## src/rtl/aib_pkg.sv

```systemverilog
// Shared types and default constants for the AIB Tx arbitration slice.
package aib_pkg;

    typedef enum logic {
        ARB_IDLE,
        ARB_GRANT
    } aib_arb_state_t;

    localparam int AIB_TX_DATA_W     = 72;
    localparam int AIB_ARB_MAX_BURST = 16;

endpackage

```

## src/rtl/aib_rr_pick.sv

```systemverilog
// Combinational round-robin picker: first eligible index at or above i_ptr,
// wrapping from NUM_REQ-1 back to 0.
module aib_rr_pick
    import aib_pkg::*;
#(
    parameter  int NUM_REQ = 4,
    localparam int IW      = $clog2(NUM_REQ)
) (
    input  logic [NUM_REQ-1:0] i_elig,
    input  logic [IW-1:0]      i_ptr,
    output logic               o_any,
    output logic [IW-1:0]      o_idx
);

    localparam int          SW     = IW + 1;
    localparam logic [IW:0] NREQ_W = SW'(NUM_REQ);

    logic [IW:0]   sum_g  [NUM_REQ];
    logic [IW:0]   wrap_g [NUM_REQ];
    logic [IW-1:0] cand   [NUM_REQ];

    // Explicit modulo so non-power-of-two requester counts wrap correctly.
    for (genvar gi = 0; gi < NUM_REQ; gi++) begin : g_cand
        assign sum_g[gi]  = {1'b0, i_ptr} + SW'(gi);
        assign wrap_g[gi] = (sum_g[gi] >= NREQ_W) ? (sum_g[gi] - NREQ_W) : sum_g[gi];
        assign cand[gi]   = wrap_g[gi][IW-1:0];
    end

    // Walk from the farthest offset down so the nearest eligible one wins.
    always_comb begin
        o_any = 1'b0;
        o_idx = '0;
        for (int k = NUM_REQ - 1; k >= 0; k--) begin
            if (i_elig[cand[k]]) begin
                o_any = 1'b1;
                o_idx = cand[k];
            end
        end
    end

endmodule

```

## src/rtl/aib_tx_arbiter.sv

```systemverilog
// Round-robin burst arbiter feeding one AIB channel Tx port through a
// single registered output stage.
module aib_tx_arbiter
    import aib_pkg::*;
#(
    parameter  int NUM_REQ   = 4,
    parameter  int DATA_W    = AIB_TX_DATA_W,
    parameter  int MAX_BURST = AIB_ARB_MAX_BURST,
    localparam int IW        = $clog2(NUM_REQ)
) (
    input  logic                      i_aib_clk,
    input  logic                      i_rst_n,
    input  logic [NUM_REQ-1:0]        c_req_en,
    input  logic [NUM_REQ-1:0]        i_req_valid,
    output logic [NUM_REQ-1:0]        o_req_ready,
    input  logic [NUM_REQ*DATA_W-1:0] i_req_data,
    input  logic [NUM_REQ-1:0]        i_req_last,
    output logic                      o_tx_valid,
    input  logic                      i_tx_ready,
    output logic [DATA_W-1:0]         o_tx_data,
    output logic [IW-1:0]             o_tx_id,
    output logic                      o_busy
);

    localparam int                CW          = $clog2(MAX_BURST + 1);
    localparam logic [CW-1:0]     MAX_BURST_C = CW'(MAX_BURST);
    localparam logic [IW-1:0]     LAST_IDX    = IW'(NUM_REQ - 1);

    aib_arb_state_t    state_q, state_d;
    logic [IW-1:0]     gnt_q, gnt_d;
    logic [IW-1:0]     rr_ptr_q, rr_ptr_d;
    logic [CW-1:0]     cnt_q, cnt_d;
    logic              tx_valid_q, tx_valid_d;
    logic [DATA_W-1:0] tx_data_q, tx_data_d;
    logic [IW-1:0]     tx_id_q, tx_id_d;

    logic [DATA_W-1:0] req_data [NUM_REQ];
    logic              pick_any;
    logic [IW-1:0]     pick_idx;
    logic              slot_free;
    logic              accept;

    for (genvar gi = 0; gi < NUM_REQ; gi++) begin : g_unpack
        assign req_data[gi] = i_req_data[gi*DATA_W +: DATA_W];
    end

    // Enable mask gates selection only; a held grant ignores it.
    aib_rr_pick #(
        .NUM_REQ (NUM_REQ)
    ) u_pick (
        .i_elig (i_req_valid & c_req_en),
        .i_ptr  (rr_ptr_q),
        .o_any  (pick_any),
        .o_idx  (pick_idx)
    );

    assign slot_free = !tx_valid_q || i_tx_ready;

    always_comb begin
        state_d     = state_q;
        gnt_d       = gnt_q;
        rr_ptr_d    = rr_ptr_q;
        cnt_d       = cnt_q;
        tx_valid_d  = tx_valid_q && !i_tx_ready;
        tx_data_d   = tx_data_q;
        tx_id_d     = tx_id_q;
        o_req_ready = '0;
        accept      = 1'b0;

        case (state_q)
            ARB_IDLE: begin
                if (pick_any) begin
                    gnt_d   = pick_idx;
                    cnt_d   = '0;
                    state_d = ARB_GRANT;
                end
            end
            ARB_GRANT: begin
                o_req_ready[gnt_q] = slot_free;
                accept             = i_req_valid[gnt_q] && slot_free;
                if (accept) begin
                    tx_valid_d = 1'b1;
                    tx_data_d  = req_data[gnt_q];
                    tx_id_d    = gnt_q;
                    cnt_d      = cnt_q + CW'(1);
                    // A burst-cap release leaves the rest of the burst queued
                    // at the requester; it resumes on the next grant.
                    if (i_req_last[gnt_q] || ((cnt_q + CW'(1)) == MAX_BURST_C)) begin
                        state_d  = ARB_IDLE;
                        rr_ptr_d = (gnt_q == LAST_IDX) ? '0 : gnt_q + IW'(1);
                    end
                end
            end
            default: state_d = ARB_IDLE;
        endcase
    end

    always_ff @(posedge i_aib_clk or negedge i_rst_n) begin
        if (!i_rst_n) begin
            state_q    <= ARB_IDLE;
            gnt_q      <= '0;
            rr_ptr_q   <= '0;
            cnt_q      <= '0;
            tx_valid_q <= 1'b0;
            tx_data_q  <= '0;
            tx_id_q    <= '0;
        end else begin
            state_q    <= state_d;
            gnt_q      <= gnt_d;
            rr_ptr_q   <= rr_ptr_d;
            cnt_q      <= cnt_d;
            tx_valid_q <= tx_valid_d;
            tx_data_q  <= tx_data_d;
            tx_id_q    <= tx_id_d;
        end
    end

    assign o_tx_valid = tx_valid_q;
    assign o_tx_data  = tx_data_q;
    assign o_tx_id    = tx_id_q;
    assign o_busy     = (state_q == ARB_GRANT);

endmodule

```

## config.mk

```make
export PLATFORM = sky130hd
export DESIGN_NAME = aib_tx_arbiter
export DESIGN_NICKNAME = d
export VERILOG_FILES = /design/src/rtl/aib_pkg.sv /design/src/rtl/aib_rr_pick.sv /design/src/rtl/aib_tx_arbiter.sv
export SDC_FILE = /design/constraint.sdc
export NUM_CORES = 1
export LEC_CHECK = 0
export BUFFER_PORTS_ARGS = -buffer_cell sky130_fd_sc_hd__buf_4
export CAP_MARGIN = 10
export CORE_AREA = 2 2 147 149
export CTS_BUF_LIST = sky130_fd_sc_hd__clkbuf_8 sky130_fd_sc_hd__clkbuf_16
export DETAILED_ROUTE_END_ITERATION = 10
export DIE_AREA = 0 0 149 151
export PLACE_DENSITY = 0.51
export SYNTH_ARGS = -nofsm -noshare
export SYNTH_HDL_FRONTEND = slang
export SYNTH_SLANG_ARGS = --single-unit
```

## constraint.sdc

```tcl
create_clock -name i_aib_clk -period 4.8 [get_ports i_aib_clk]
set_input_delay 0.96 -clock i_aib_clk [delete_from_list [all_inputs] [get_ports i_aib_clk]]
set_output_delay 0.96 -clock i_aib_clk [all_outputs]
set_load 0.02 [all_outputs]
```

== After elaboration in Yosys (flattened, before gate mapping) ==
Cells that the tools add are included.
W data, S select, Z words.

* Flip-flop bits (word level): 85
* Bits of input ports: 303
* Output and inout port bits: 80
* Logic and storage cells: 86

* Add/sub/neg operators: 9
* Magnitude comparators: 11
* Eq/ne operators: 4
* Muxes and demuxes: 40
* Bitwise operators: 4
* Reduce and logical (&&, ||, !) cells: 11

{| class="wikitable"
|+ Operators by type and width
! operator !! number
|-
| $bmux W72 S2 || 1
|-
| $mux W72 || 2
|-
| $mux W2 || 9
|-
| $mux W1 || 16
|-
| $lt A2 B3 Y1 const B || 5
|-
| $bmux W1 S2 || 6
|-
| $ge A3 B3 Y1 const B || 4
|-
| $mux W5 || 2
|-
| $pmux W5 S2 || 1
|-
| $and A4 B4 Y4 || 2
|-
| $sub A2 B1 Y2 const B || 4
|-
| $add A2 B2 Y3 const B || 2
|-
| $reduce_and A2 Y1 || 3
|-
| $add A5 B1 Y5 const B || 1
|-
| $eq A5 B5 Y1 const B || 1
|-
| $mux W4 || 1
|-
| $add A2 B1 Y3 const B || 1
|-
| $ge A2 B3 Y1 const B || 1
|-
| $logic_and A1 B1 Y1 || 3
|-
| $not A2 Y3 || 1
|-
| $reduce_and A3 Y1 || 1
|-
| $add A2 B1 Y2 const B || 1
|-
| $demux W1 S2 || 1
|-
| $eq A2 B2 Y1 const B || 1
|-
| 7 further kinds || 9
|}

== Longest topological paths before layout ==
Gate-level depths: netlist of run 1.

* Depth in word-level cells: 11
* Mapped depth: 7

== Modules after synthesis ==
Synthesis of run 1 repeated with hierarchy kept, for this count alone.

* Cells, all modules: 325
* Area total of the unflattened synthesis: 5202.5 µm²

{| class="wikitable"
|+ Modules (own cells, without submodules)
! module !! times used !! cells each !! area an instance (µm²) !! sequential area each (µm²)
|-
| aib_tx_arbiter || 1 || 312 || 5124.9 || 2127.0
|-
| aib_rr_pick || 1 || 13 || 77.6 || 0.0
|}

== Worst setup path before layout of run 1 ==
No wires, ideal clock.

* Path kind: reg-to-output
* Start: register gnt_q[0]
* End: output port o_req_ready[0]
* Data arrival time: 1.529 ns
* Data required time: 3.840 ns
* Path slack: 2.311 ns
* Stages on the path, launching flop included: 7
* Path buffers: 3
* Path through: dfrtp_1 > buf_2 > buf_2 > buf_2 > inv_1 > ha_1 > and3_1

* Longest elaborated chain between the ends: 6
* Elaborated cells on any way between the ends: 7
* Those cells by class: order compare (2); mux (3); bitwise (1); reduce/logical (1)

{| class="wikitable"
|+ Ends and longest elaborated chain
! what !! RTL line !! RTL
|-
| start: declaration || aib_tx_arbiter.sv:30 || <nowiki>logic [IW-1:0] gnt_q, gnt_d;</nowiki>
|-
| start signal: assignment || aib_tx_arbiter.sv:109 || <nowiki>gnt_q <= gnt_d;</nowiki>
|-
| $lt A2 B3 Y1 (implied by the code) / $ge A2 B1 Y1 (equally long branches) || aib_tx_arbiter.sv:79 || <nowiki>o_req_ready[gnt_q] = slot_free;</nowiki>
|-
| $logic_and A1 B1 Y1 (implied by the code) || aib_tx_arbiter.sv:79 ||
|-
| $mux W1 (implied by the code) || aib_tx_arbiter.sv:79 ||
|-
| $demux W1 S2 * || aib_tx_arbiter.sv:79 ||
|-
| $and A4 B4 Y4 (no source line) * || -- ||
|-
| $mux W4 * || aib_tx_arbiter.sv:70 || <nowiki>case (state_q)</nowiki>
|-
| end: declaration || aib_tx_arbiter.sv:15 || <nowiki>output logic [NUM_REQ-1:0] o_req_ready,</nowiki>
|}

Every way passes the cells marked *; elsewhere a longest branch is shown, timed or not.

== Worst setup path in the final report of run 1 ==
* Start: register gnt_q[0]
* End: register tx_data_q[0] (netlist: o_tx_data[0])

* Longest elaborated chain between the ends: 4
* Elaborated cells on any way between the ends: 8
* Those cells by class: mux (5); bitwise (1); reduce/logical (2)

{| class="wikitable"
|+ Ends and longest elaborated chain
! what !! RTL line !! RTL
|-
| $bmux W1 S2 / $not A2 Y3 (equally long branches) || aib_tx_arbiter.sv:80, aib_tx_arbiter.sv:83 ||
|-
| $mux W1 (implied by the code) / $bmux W72 S2 (equally long branches) || aib_tx_arbiter.sv:80, aib_tx_arbiter.sv:83 ||
|-
| $logic_and A1 B1 Y1 / $mux W72 (equally long branches) || aib_tx_arbiter.sv:80, aib_tx_arbiter.sv:83 ||
|-
| $reduce_and A2 Y1 (no source line) / $mux W72 (equally long branches) || -- ||
|-
| end signal: assignment || aib_tx_arbiter.sv:113 || <nowiki>tx_data_q <= tx_data_d;</nowiki>
|-
| end: declaration || aib_tx_arbiter.sv:34 || <nowiki>logic [DATA_W-1:0] tx_data_q, tx_data_d;</nowiki>
|}

Several ways; a longest one is shown, not always the timed one. The select of a mux whose other input is x is not followed.
A chain may end at the register's enable or synchronous reset.

==> results of run 1 <==
[worst max-delay path, stage by stage, from the launching register on]
cell and delay, ns:
dfrtp_4 0.90, mux4_2 0.65, nand3_4 0.42, buf_4 0.44, mux2_2 0.39
[stage by stage]
stage,hold slack (ns),instance area [µm²],setup WS [ns]
finish,0.491,8640,1.85
floorplan,0.513,5170,2.31
global placement,0.471,8270,1.84
CTS,0.497,8620,1.76
global route,0.508,8640,1.63
detailed placement,0.483,8270,1.76
[where the power goes]
group / switching (µW) / total (µW) / internal, µW
clock: 271 / 789 / 518
combinational: 1210 / 2750 / 1540
sequential: 341 / 1430 / 1090
total: 1820 / 4970 / 3150
[per-layer routing]
metal  track usage (%)  routed length, µm
met3              4.22               1240
met5                 0                  0
met4              5.52                409
met2              27.1               9450
met1              17.4               6370
[worst paths after layout]
kind / from / endpoint / slack (ns) / cells past startpoint
worst min-delay path: o_tx_id[0] / o_tx_id[0] / 0.49 / 2
max in group asynchronous: i_rst_n / o_tx_data[26] / 3.54 / 2
worst min register to register: o_tx_id[0] / o_tx_id[0] / 0.49 / 2
worst max register to register: gnt_q[0] / o_tx_data[0] / 1.85 / 4
min in group asynchronous: i_rst_n / o_tx_data[67] / 0.62 / 1
worst max-delay path: gnt_q[0] / o_tx_data[0] / 1.85 / 4
[placed cells by master (no fill, tap or decap), types with 2 or more instances in the layout]
master / netlist / final
a21oi_1: 2 / 2
and3_1: 4 / 4
buf_4: 2 / 386
bufinv_16: 0 / 3
clkbuf_16: 0 / 9
dfrtp_1: 85 / 83
dfrtp_4: 0 / 2
ha_1: 5 / 5
inv_1: 4 / 6
mux2_2: 74 / 74
mux4_2: 74 / 74
nand2_1: 11 / 11
nand2b_1: 2 / 2
nand3_1: 7 / 7
nor2_1: 3 / 3
nor3b_1: 3 / 3
o21ai_0: 8 / 8
xor2_1: 2 / 2
[sequential cells by signal, indices dropped and copies added, names as in the netlist]
name and cells:
o_tx_data 72, cnt_q 5, gnt_q 2, o_tx_id 2, rr_ptr_q 2, o_busy 1
o_tx_valid 1
[area by class of cell]
| class | instances | area share [%] |
|---|---|---|
| Clock buffer | 10 | 2.76 |
| Clock inverter | 6 | 1.19 |
| Inverter | 4 | 0.174 |
| Multi-Input combinational cell | 207 | 33.4 |
| Sequential cell | 85 | 24.7 |
| Tap cell | 275 | 3.98 |
| Timing Repair Buffer | 387 | 33.8 |
[cells by family after synthesis]
family | Yosys count
AO/OA/AOI/OAI | 18
XOR/XNOR | 2
adder cells (fa/ha/maj) | 5
buffers and inverters | 32
flip-flops | 85
multiplexers | 148
AND/OR/NAND/NOR | 34
==> summary.txt, run 1 <==
Outcome
  – Outcome: completed

Clock network
  – TritonCTS Buffers: 9
  – H-Tree Depth: 3
  – CTS-repair resized insts: 0
  – Longest Clk Path Bufs: 2
  – CTS tree: built
  – Clock sink count: 85
  – Worst-skew pair later-pin latency: between 0.3 and 0.4 ns
  – Root buf cell: clkbuf_16
  – Cts hold-fix bufs: 0
  – Postcts setup bufs: 0
  – CTS clk-pin slew, worst paths: 0.06 ns

Timing
  – Clock Skew: 0.00540 ns
  – Tcrit/Tclk final: 61.4%
  – Slew HR: 50.6%
  – Count of pins over their slew limit: 0
  – Final hold viol count: 0
  – Fin Setup TNS: 0 ns
  – Finish-stage setup viols: 0
  – Worst slew pin tran: about 0.74 ns
  – Final Critical Period: between 2 and 3 ns
  – RSZ-0062 raised after global routing: no
  – Max frequency: ~0.34 GHz

Yosys
  – Synth top area share: 41.1%
  – Largest family of logic cells by synthesized area: multiplexers
  – Compound-Gate Fraction of Synth Area: 2.23%
  – Total number of yosys warnings: 0
  – Synthesized netlist cell count: between 300 and 400
  – Syn Area/Cell: 16.0 µm²
  – Top_reg_cell synth: dfrtp_1
  – Post-synth top cells: 85 x dfrtp_1, 74 x mux2_2, 74 x mux4_2, 15 x buf_2, 11 x nand2_1
  – Leading post-synthesis cells by cell area: dfrtp_1 41%, mux4_2 32%, mux2_2 16%
  – EDFF count, synth: 0
  – Synth async-reset ratio: 100%
  – Xor and xnor area share after synthesis: 0.339%
  – Register bit count reported by yosys: between 80 and 90
  – Post-synthesis mux area share: roughly 48%
  – Adder-cell area share of the yosys netlist: 1.21%
  – Syn Nets: 632
  – Synth Area in Simple Gates: 3.48%
  – Cell Area, Synth: 5170 µm²
  – Register area share after synthesis: between 40% and 50%
  – Cell variety after synth: 31
  – Most frequent cell after synthesis: dfrtp_1
  – Largest area contributor in the synthesized netlist: dfrtp_1

Power
  – Pleak: 0.00395 µW
  – Power, Total: ~5000 µW
  – VDD IR max: 0.194 mV
  – PD cells: 575 nW/µm²

Die
  – Die height: around 150 µm
  – Initial core utilization: 24.8%
  – Core Footprint: between 20000 and 25000 µm²
  – IO Count: between 300 and 400
  – FP Rows: 53
  – Die area: 22500 µm²
  – Die width: 149 µm

GRT
  – Total global routing overflow: 0
  – First-pass GRT wire length: between 20000 and 30000 µm
  – Number of global-route vias before repair: 4865
  – Largest net degree at the start of global routing: 86
  – Total global-route track usage: 15.2%
  – Initial antenna violation count: 0

Layout
  – Finished Core Util: 41.5%
  – Reg area: approximately 2100 µm²
  – Layout cell share with drive strength beyond 1: 79.0%
  – Multi-input logic area: 2880 µm²
  – Fillers: 2038
  – Antenna cells: 0
  – Final net count: 1002
  – Area Growth Syn to Fin: 67.1%
  – Non-Filler Instances: between 900 and 1000

Drt
  – DRT Pass-1 Iters: 4
  – Total Wirelength: 17500 µm
  – Vias/cell: 4.58
  – Post-route ant nets: 0
  – Iter 0 DRT Violations: 110
  – Routed WL per cell: 17.9 µm
  – Drt drc: 0
  – Vias post-DR: between 4000 and 5000

Critical path
  – CP Max Fanout: 40
  – CP endpoint kind: flop
  – Arr. time, crit path: 3.16 ns
  – Critical path data required time: 5.01 ns
  – Critical Path Source Type: flop
  – CP Class: flop to flop

Placement
  – GPL Wtd Cong: 0.834
  – Port Buffers: between 300 and 400
  – DP Wirelength: 14300 µm
  – Dpl cells: 957

Hold path
  – Min-delay worst type: flop to flop

Flow run
  – Max Cap Viol: 0
(Power assumes the default switching activity.)
==> run 2, diff against run 1 <==
ABC_AREA = 1   (was not set)
PLACE_DENSITY = 0.53   (was 0.51)
clock period = 2.89 ns   (was 4.8 ns; I/O delays follow)
==> summary.txt, run 2 <==
Layout
  – Final net count: 1499 (+50%)
  – Antenna cells: 0 (unchanged)
  – Largest register FFs: 72 (unchanged)
  – Finished Core Util: 42.8% (+1.3 points)
  – Multi-input logic area: 3050 µm² (+5.8%)
  – Commonest cells after routing, fill and taps aside: 390 x buf_4, 265 x nor2_1, 163 x nand2_1
  – Final instance area: 8910 µm² (+3.1%)
  – Fillers: 2280 (+12%)
  – Reg area: 2130 µm² (-0.12%)
  – Most common library cell in the layout ignoring fill and taps: buf_4
  – Layout cell share with drive strength beyond 1: 34.7% (-44 points)
  – Area Growth Syn to Fin: 61.4%

Yosys
  – Total number of yosys warnings: 0 (unchanged)
  – Xor and xnor area share after synthesis: 0.317% (-0.022 points)
  – Syn Area/Cell: 6.48 µm² (-59%)
  – Register area share after synthesis: 38.5% (-2.6 points)
  – Synth Area in Simple Gates: 31.4% (+28 points)
  – EDFF count, synth: 0 (unchanged)
  – Compound-Gate Fraction of Synth Area: 22.4% (+20 points)
  – Top_reg_cell synth: dfrtp_1
  – Leading post-synthesis cells by cell area: dfrtp_1 39%, nor2_1 18%, o21ai_0 14%
  – Register bit count reported by yosys: 85 (unchanged)
  – Post-synth top cells: 265 x nor2_1, 164 x nand2_1, 151 x o21ai_0, 85 x dfrtp_1, 39 x o22ai_1
  – Synth top area share: 38.5% (-2.6 points)
  – Synthesized netlist cell count: 852 (+160%)
  – Adder-cell area share of the yosys netlist: 1.13% (-0.077 points)
  – Cell Area, Synth: 5520 µm² (+6.8%)
  – Syn Nets: 1160 (+84%)
  – Most frequent cell after synthesis: nor2_1
  – Synth async-reset ratio: 100% (unchanged)
  – Largest family of logic cells by synthesized area: simple AND/OR/NAND/NOR gates
  – Post-synthesis mux area share: 0% (-48 points)
  – Cell variety after synth: 20 (-35%)
  – Largest area contributor in the synthesized netlist: dfrtp_1

Clock network
  – CTS clk-pin slew, worst paths: 0.06 ns (about the same)
  – Postcts setup bufs: 0 (unchanged)
  – Worst-skew pair later-pin latency: 0.35 ns (about the same)
  – H-Tree Depth: 3 (unchanged)
  – Longest Clk Path Bufs: 2 (unchanged)
  – TritonCTS Buffers: 9 (unchanged)
  – CTS-repair resized insts: 0 (unchanged)
  – Root buf cell: clkbuf_16
  – CTS tree: built
  – Cts hold-fix bufs: 0 (unchanged)
  – Clock sink count: 85 (unchanged)

GRT
  – Met1 Track Usage GR: 25.6% (+8.2 points)
  – Total global-route track usage: 20.8% (+5.7 points)
  – Total global routing overflow: 0 (unchanged)
  – Largest net degree at the start of global routing: 116 (+35%)
  – Initial antenna violation count: 0 (unchanged)
  – First-pass GRT wire length: 36100 µm (+39%)
  – Number of global-route vias before repair: 6576 (+35%)
  – Busiest grt layer: met2
  – Met2 Resource Use GR: 36.9% (+9.8 points)
  – GR Util met3: 4.37% (+0.15 points)

Critical path
  – CP max stage cell: dfrtp_4
  – Worst path max stage delay: 0.70 ns (-0.20 ns)
  – Arr. time, crit path: 1.76 ns (-1.40 ns)
  – CP Class: flop to output pin
  – CP Max Fanout: 39 (-2.5%)
  – Critical path data required time: 2.31 ns (-2.70 ns)
  – CP cell instances: ha_1 -> inv_1 -> nor3_1 -> buf_4
  – CP endpoint kind: output pin
  – Worst Reg-to-Reg Cells: 8 (+4)
  – Critical Path Source Type: flop

Placement
  – GPL Wtd Cong: 0.813 (-2.5%)
  – Post-placement worst setup slack: 0.642 ns (-1.12 ns)
  – DP Wirelength: 18100 µm (+27%)
  – Port Buffers: 382 (unchanged)
  – Placed cell area: 8590 µm² (+3.8%)

Outcome
  – Outcome: completed

Die
  – FP Rows: 53 (unchanged)
  – Initial core utilization: 26.5% (+1.7 points)
  – IO Count: 383 (unchanged)
  – Die height: 151 µm (unchanged)
  – Die width: 149 µm (unchanged)
  – Die area: 22500 µm² (unchanged)
  – Core Footprint: 20800 µm² (unchanged)

Drt
  – Vias/cell: 4.69 (+2.4%)
  – Iter 0 DRT Violations: 234 (+110%)
  – Post-route ant nets: 0 (unchanged)
  – Drt drc: 0 (unchanged)
  – Routed WL per cell: 16.7 µm (-6.9%)
  – Vias post-DR: 6886 (+54%)
  – DRT Pass-1 Iters: 4 (unchanged)
  – Total Wirelength: 24500 µm (+40%)

Flow run
  – Max Cap Viol: 0 (unchanged)

Timing
  – Count of pins over their slew limit: 0 (unchanged)
  – Finish-stage setup viols: 0 (unchanged)
  – Final Critical Period: 2.34 ns
  – WHS: 0.248 ns (-0.243 ns)
  – Final hold viol count: 0 (unchanged)
  – Setup ws final: 0.550 ns (-1.30 ns)
  – Slew HR: 57.3% (+6.7 points)
  – Max frequency: 0.427 GHz
  – Worst slew pin tran: 0.640 ns (-0.101 ns)
  – Fin Setup TNS: 0 ns (unchanged)
  – Tcrit/Tclk final: about four fifths
  – Clock Skew: 0.00896 ns (+0.00356 ns)
  – RSZ-0062 raised after global routing: no

Power
  – Pleak: 0.00449 µW (+14%)
  – VDD IR max: 0.356 mV (+84%)
  – PD cells: 998 nW/µm² (+73%)

Hold path
  – Min-delay worst type: input port to asynchronous set/reset pin
==> run 2: cell count changes after synthesis, moves of 17 or more <==
cell	previous run	this run
buf_2	15	33
a31oi_1	1	34
mux4_2	74	0
clkbuf_1	7	24
nor2_1	3	265
o21ai_0	8	151
nand2_1	11	164
o22ai_1	0	39
mux2_2	74	0
==> run 2: final cells by class <==
class                   instances  area share, %
clock inverters                 5           1.15
flip-flops and latches         85           23.9
well taps                     275           3.86
inverters                      13          0.590
repair buffers                394           33.7
multi-input cells             688           34.2
clock buffers                   9           2.53
==> run 2: worst paths after layout <==
check,from,to,slack [ns]
setup / recovery,gnt_q[0],o_req_ready[3],0.55
hold / removal,i_rst_n,o_tx_data[46],0.25
setup reg to reg,gnt_q[0],o_tx_data[1],0.65
hold reg to reg,o_tx_data[0],o_tx_data[0],0.48
max in group asynchronous,i_rst_n,gnt_q[0],1.94
min in group i_aib_clk,o_tx_data[0],o_tx_data[0],0.48
==> run 2: stage by stage <==
stage	power [µW]	std cells
4_1_cts	9060	1469
6_report	8890	1469
3_5_place_dp	7690	1455
2_1_floorplan	5500	852
3_3_place_gp	7660	1455
5_1_grt	9670	1469
==> run 2: report_power, final <==
group	leakage (µW)	switching, µW	internal (µW)	total (µW)
clock	0.000163	487	834	1320
sequential	0.00100	492	1790	2280
combinational	0.00332	3270	2020	5290
==> run 2: cells by family after synthesis <==
group / after synthesis
simple gates: 453
compound gates: 228
flops: 85
buf+inv: 79
fa+ha+maj: 5
xor+xnor: 2
==> run 2: per-layer routing <==
metal | vias to the layer above | wire (µm) | share of wire, %
li1 | 3498 | - | -
met1 | 3080 | 9820 | 40
met2 | 288 | 12200 | 50
met3 | 20 | 2070 | 8.4
met4 | 0 | 408 | 1.7
met5 | - | 0 | 0
==> run 2: worst max-delay path: cells and delay by family (launching register included) <==
kind	cells	cell delay (ns)
simple gates	1	0.25
flops	1	0.70
fa+ha+maj	1	0.22
buf+inv	2	0.26
==> run 3, diff against run 2 <==
clock period = 2.35 ns   (was 2.89 ns; I/O delays follow)
==> summary.txt, run 3 (same netlist as run 2, synthesis figures left out) <==
Placement
  – Port Buffers: 382 (unchanged)
  – Placed cell area: 8620 µm² (+0.35%)
  – Dpl cells: 1459 (+0.27%)
  – DP Wirelength: 18100 µm (-0.13%)
  – GPL Wtd Cong: 0.768 (-5.5%)

Critical path
  – Critical Path Source Type: flop
  – RR Startpoint: gnt_q[0]
  – CP cell instances: buf_4 -> ha_1 -> inv_1 -> nor3_1 -> buf_4
  – CP Max Fanout: 21 (-46%)
  – R2r setup slk: 0.45 ns (-0.20 ns)
  – Reg2reg end: o_tx_data[64]
  – Cell mode on critical path: buf_4
  – Worst path max stage delay: 0.41 ns (-0.29 ns)
  – Worst path top cell family by delay: buffers and inverters
  – CP endpoint kind: output pin
  – Worst Reg-to-Reg Cells: 6 (-2)
  – Critical path data required time: 1.88 ns (-0.43 ns)
  – CP Class: flop to output pin
  – Crit path buf inv count: 3 (+1)
  – Arr. time, crit path: 1.67 ns (-0.09 ns)
  – CP max stage cell: dfrtp_2

Drt
  – Met3 Wirelength: 2100 µm (+1.8%)
  – Post-route ant nets: 0 (unchanged)
  – Total Wirelength: 24700 µm (+0.77%)
  – Met1 WL: 9970 µm (+1.5%)
  – DRT Pass-1 Iters: 5 (+1)
  – Drt drc: 0 (unchanged)
  – Routed WL per cell: 16.8 µm (+0.36%)
  – Highest metal used: met4
  – Vias post-DR: 6946 (+0.87%)
  – DR WL met2: 12200 µm (about the same)
  – Iter 0 DRT Violations: 289 (+24%)
  – Vias/cell: 4.71 (+0.46%)

Clock network
  – Clock sink count: 85 (unchanged)
  – CTS clk-pin slew, worst paths: 0.07 ns (about the same)
  – H-Tree Depth: 3 (unchanged)
  – CTS-repair resized insts: 0 (unchanged)
  – Worst-skew pair later-pin latency: 0.34 ns (about the same)
  – Postcts setup bufs: 0 (unchanged)
  – Cts hold-fix bufs: 0 (unchanged)
  – Root buf cell: clkbuf_16
  – Longest Clk Path Bufs: 2 (unchanged)
  – CTS tree: built
  – TritonCTS Buffers: 9 (unchanged)

Power
  – PD cells: 1200 nW/µm² (+21%)
  – Pleak: 0.00450 µW (+0.21%)
  – VDD IR max: 0.640 mV (+80%)

Timing
  – Max frequency: 0.468 GHz
  – Final Critical Period: 2.14 ns
  – Count of pins over their slew limit: 0 (unchanged)
  – Fin Setup TNS: 0 ns (unchanged)
  – Clock Skew: 0.00945 ns (+0.000485 ns)
  – Finish-stage setup viols: 0 (unchanged)
  – Tcrit/Tclk final: 91.0%
  – WHS: 0.0952 ns (-0.152 ns)
  – Final hold viol count: 0 (unchanged)
  – Slew HR: 44.0% (-13 points)
  – RSZ-0062 raised after global routing: no
  – Worst slew pin tran: 0.840 ns (+0.199 ns)

GRT
  – First-pass GRT wire length: 36700 µm (+1.7%)
  – Total global routing overflow: 0 (unchanged)
  – Number of global-route vias before repair: 6707 (+2.0%)
  – Total global-route track usage: 21.0% (+0.16 points)
  – Initial antenna violation count: 0 (unchanged)
  – Largest net degree at the start of global routing: 91 (-22%)

Die
  – FP Rows: 53 (unchanged)
  – Initial core utilization: 26.5% (unchanged)
  – Die width: 149 µm (unchanged)
  – Core Footprint: 20800 µm² (unchanged)
  – Die area: 22500 µm² (unchanged)
  – IO Count: 383 (unchanged)
  – Die height: 151 µm (unchanged)

Hold path
  – Min-delay worst type: input port to asynchronous set/reset pin

Layout
  – Area Growth Syn to Fin: 61.2%
  – Non-Filler Instances: 1475 (+0.41%)
  – Largest register FFs: 72 (unchanged)
  – Final instance area: 8900 µm² (-0.13%)
  – Final net count: 1503 (+0.27%)
  – Layout cell share with drive strength beyond 1: 34.8% (+0.077 points)
  – Fillers: 2237 (-1.9%)
  – Most common library cell in the layout ignoring fill and taps: buf_4
  – Commonest cells after routing, fill and taps aside: 394 x buf_4, 265 x nor2_1, 163 x nand2_1
  – Antenna cells: 0 (unchanged)

Flow run
  – Max Cap Viol: 0 (unchanged)

Outcome
  – Outcome: completed
-- run 3: cell types whose count changed in the layout (fill, tap and decap cells not counted), sizes merged --
cell | before | now
clkinvlp | 0 | 1
bufinv | 3 | 1
inv | 13 | 16
buf | 394 | 398
-- run 3: worst reg2reg max path, stage by stage (launching register included) --
cell and delay (ns):
dfrtp_4 0.56, inv_4 0.11, buf_4 0.63, o21ai_0 0.24
o22ai_1 0.16, nand2_1 0.07, nand2_1 0.07
-- run 3: how the worst max path moves through the flow --
| stage | from | to | slack, ns | depth (start not counted) |
|---|---|---|---|---|
| after global routing | gnt_q[1] | o_req_ready[3] | 0.09 | 5 |
| final | gnt_q[1] | o_req_ready[3] | 0.21 | 5 |
| after global placement | gnt_q[0] | o_tx_data[56] | 0.51 | 4 |
| after detailed placement | gnt_q[0] | o_tx_data[56] | 0.46 | 4 |
| after floorplan | gnt_q[0] | o_req_ready[0] | 0.35 | 7 |
| after CTS | gnt_q[1] | o_req_ready[3] | 0.16 | 5 |
-- run 3: through the flow --
stage | total power [µW] | setup slack (ns) | utilization, %
after global routing | 11700 | 0.0933 | 42.8
after CTS | 10900 | 0.164 | 42.8
after global placement | 9380 | 0.514 | 41.4
final | 10700 | 0.211 | 42.8
after floorplan | 6760 | 0.347 | -
after detailed placement | 9410 | 0.459 | 41.4
-- run 3: power by group --
| group | switching [µW] | internal, µW |
|---|---|---|
| Sequential | 483 | 2200 |
| Clock | 606 | 811 |
| Combinational | 4120 | 2500 |
-- run 3: layout make-up --
type | instances | area, µm² | area share, %
Inverter | 13 | 52.6 | 0.590
Clock buffer | 9 | 225 | 2.53
Multi-Input combinational cell | 688 | 3050 | 34.3
Sequential cell | 85 | 2130 | 23.9
Timing Repair Buffer | 398 | 3040 | 34.1
Tap cell | 275 | 344 | 3.87
Clock inverter | 7 | 61.3 | 0.689
-- run 3: per-layer routing --
layer / up-vias / global-route usage [%]
li1: 3513 / -
met1: 3119 / 25.6
met2: 294 / 36.9
met3: 20 / 5.03
met4: 0 / 6.10
met5: - / 0
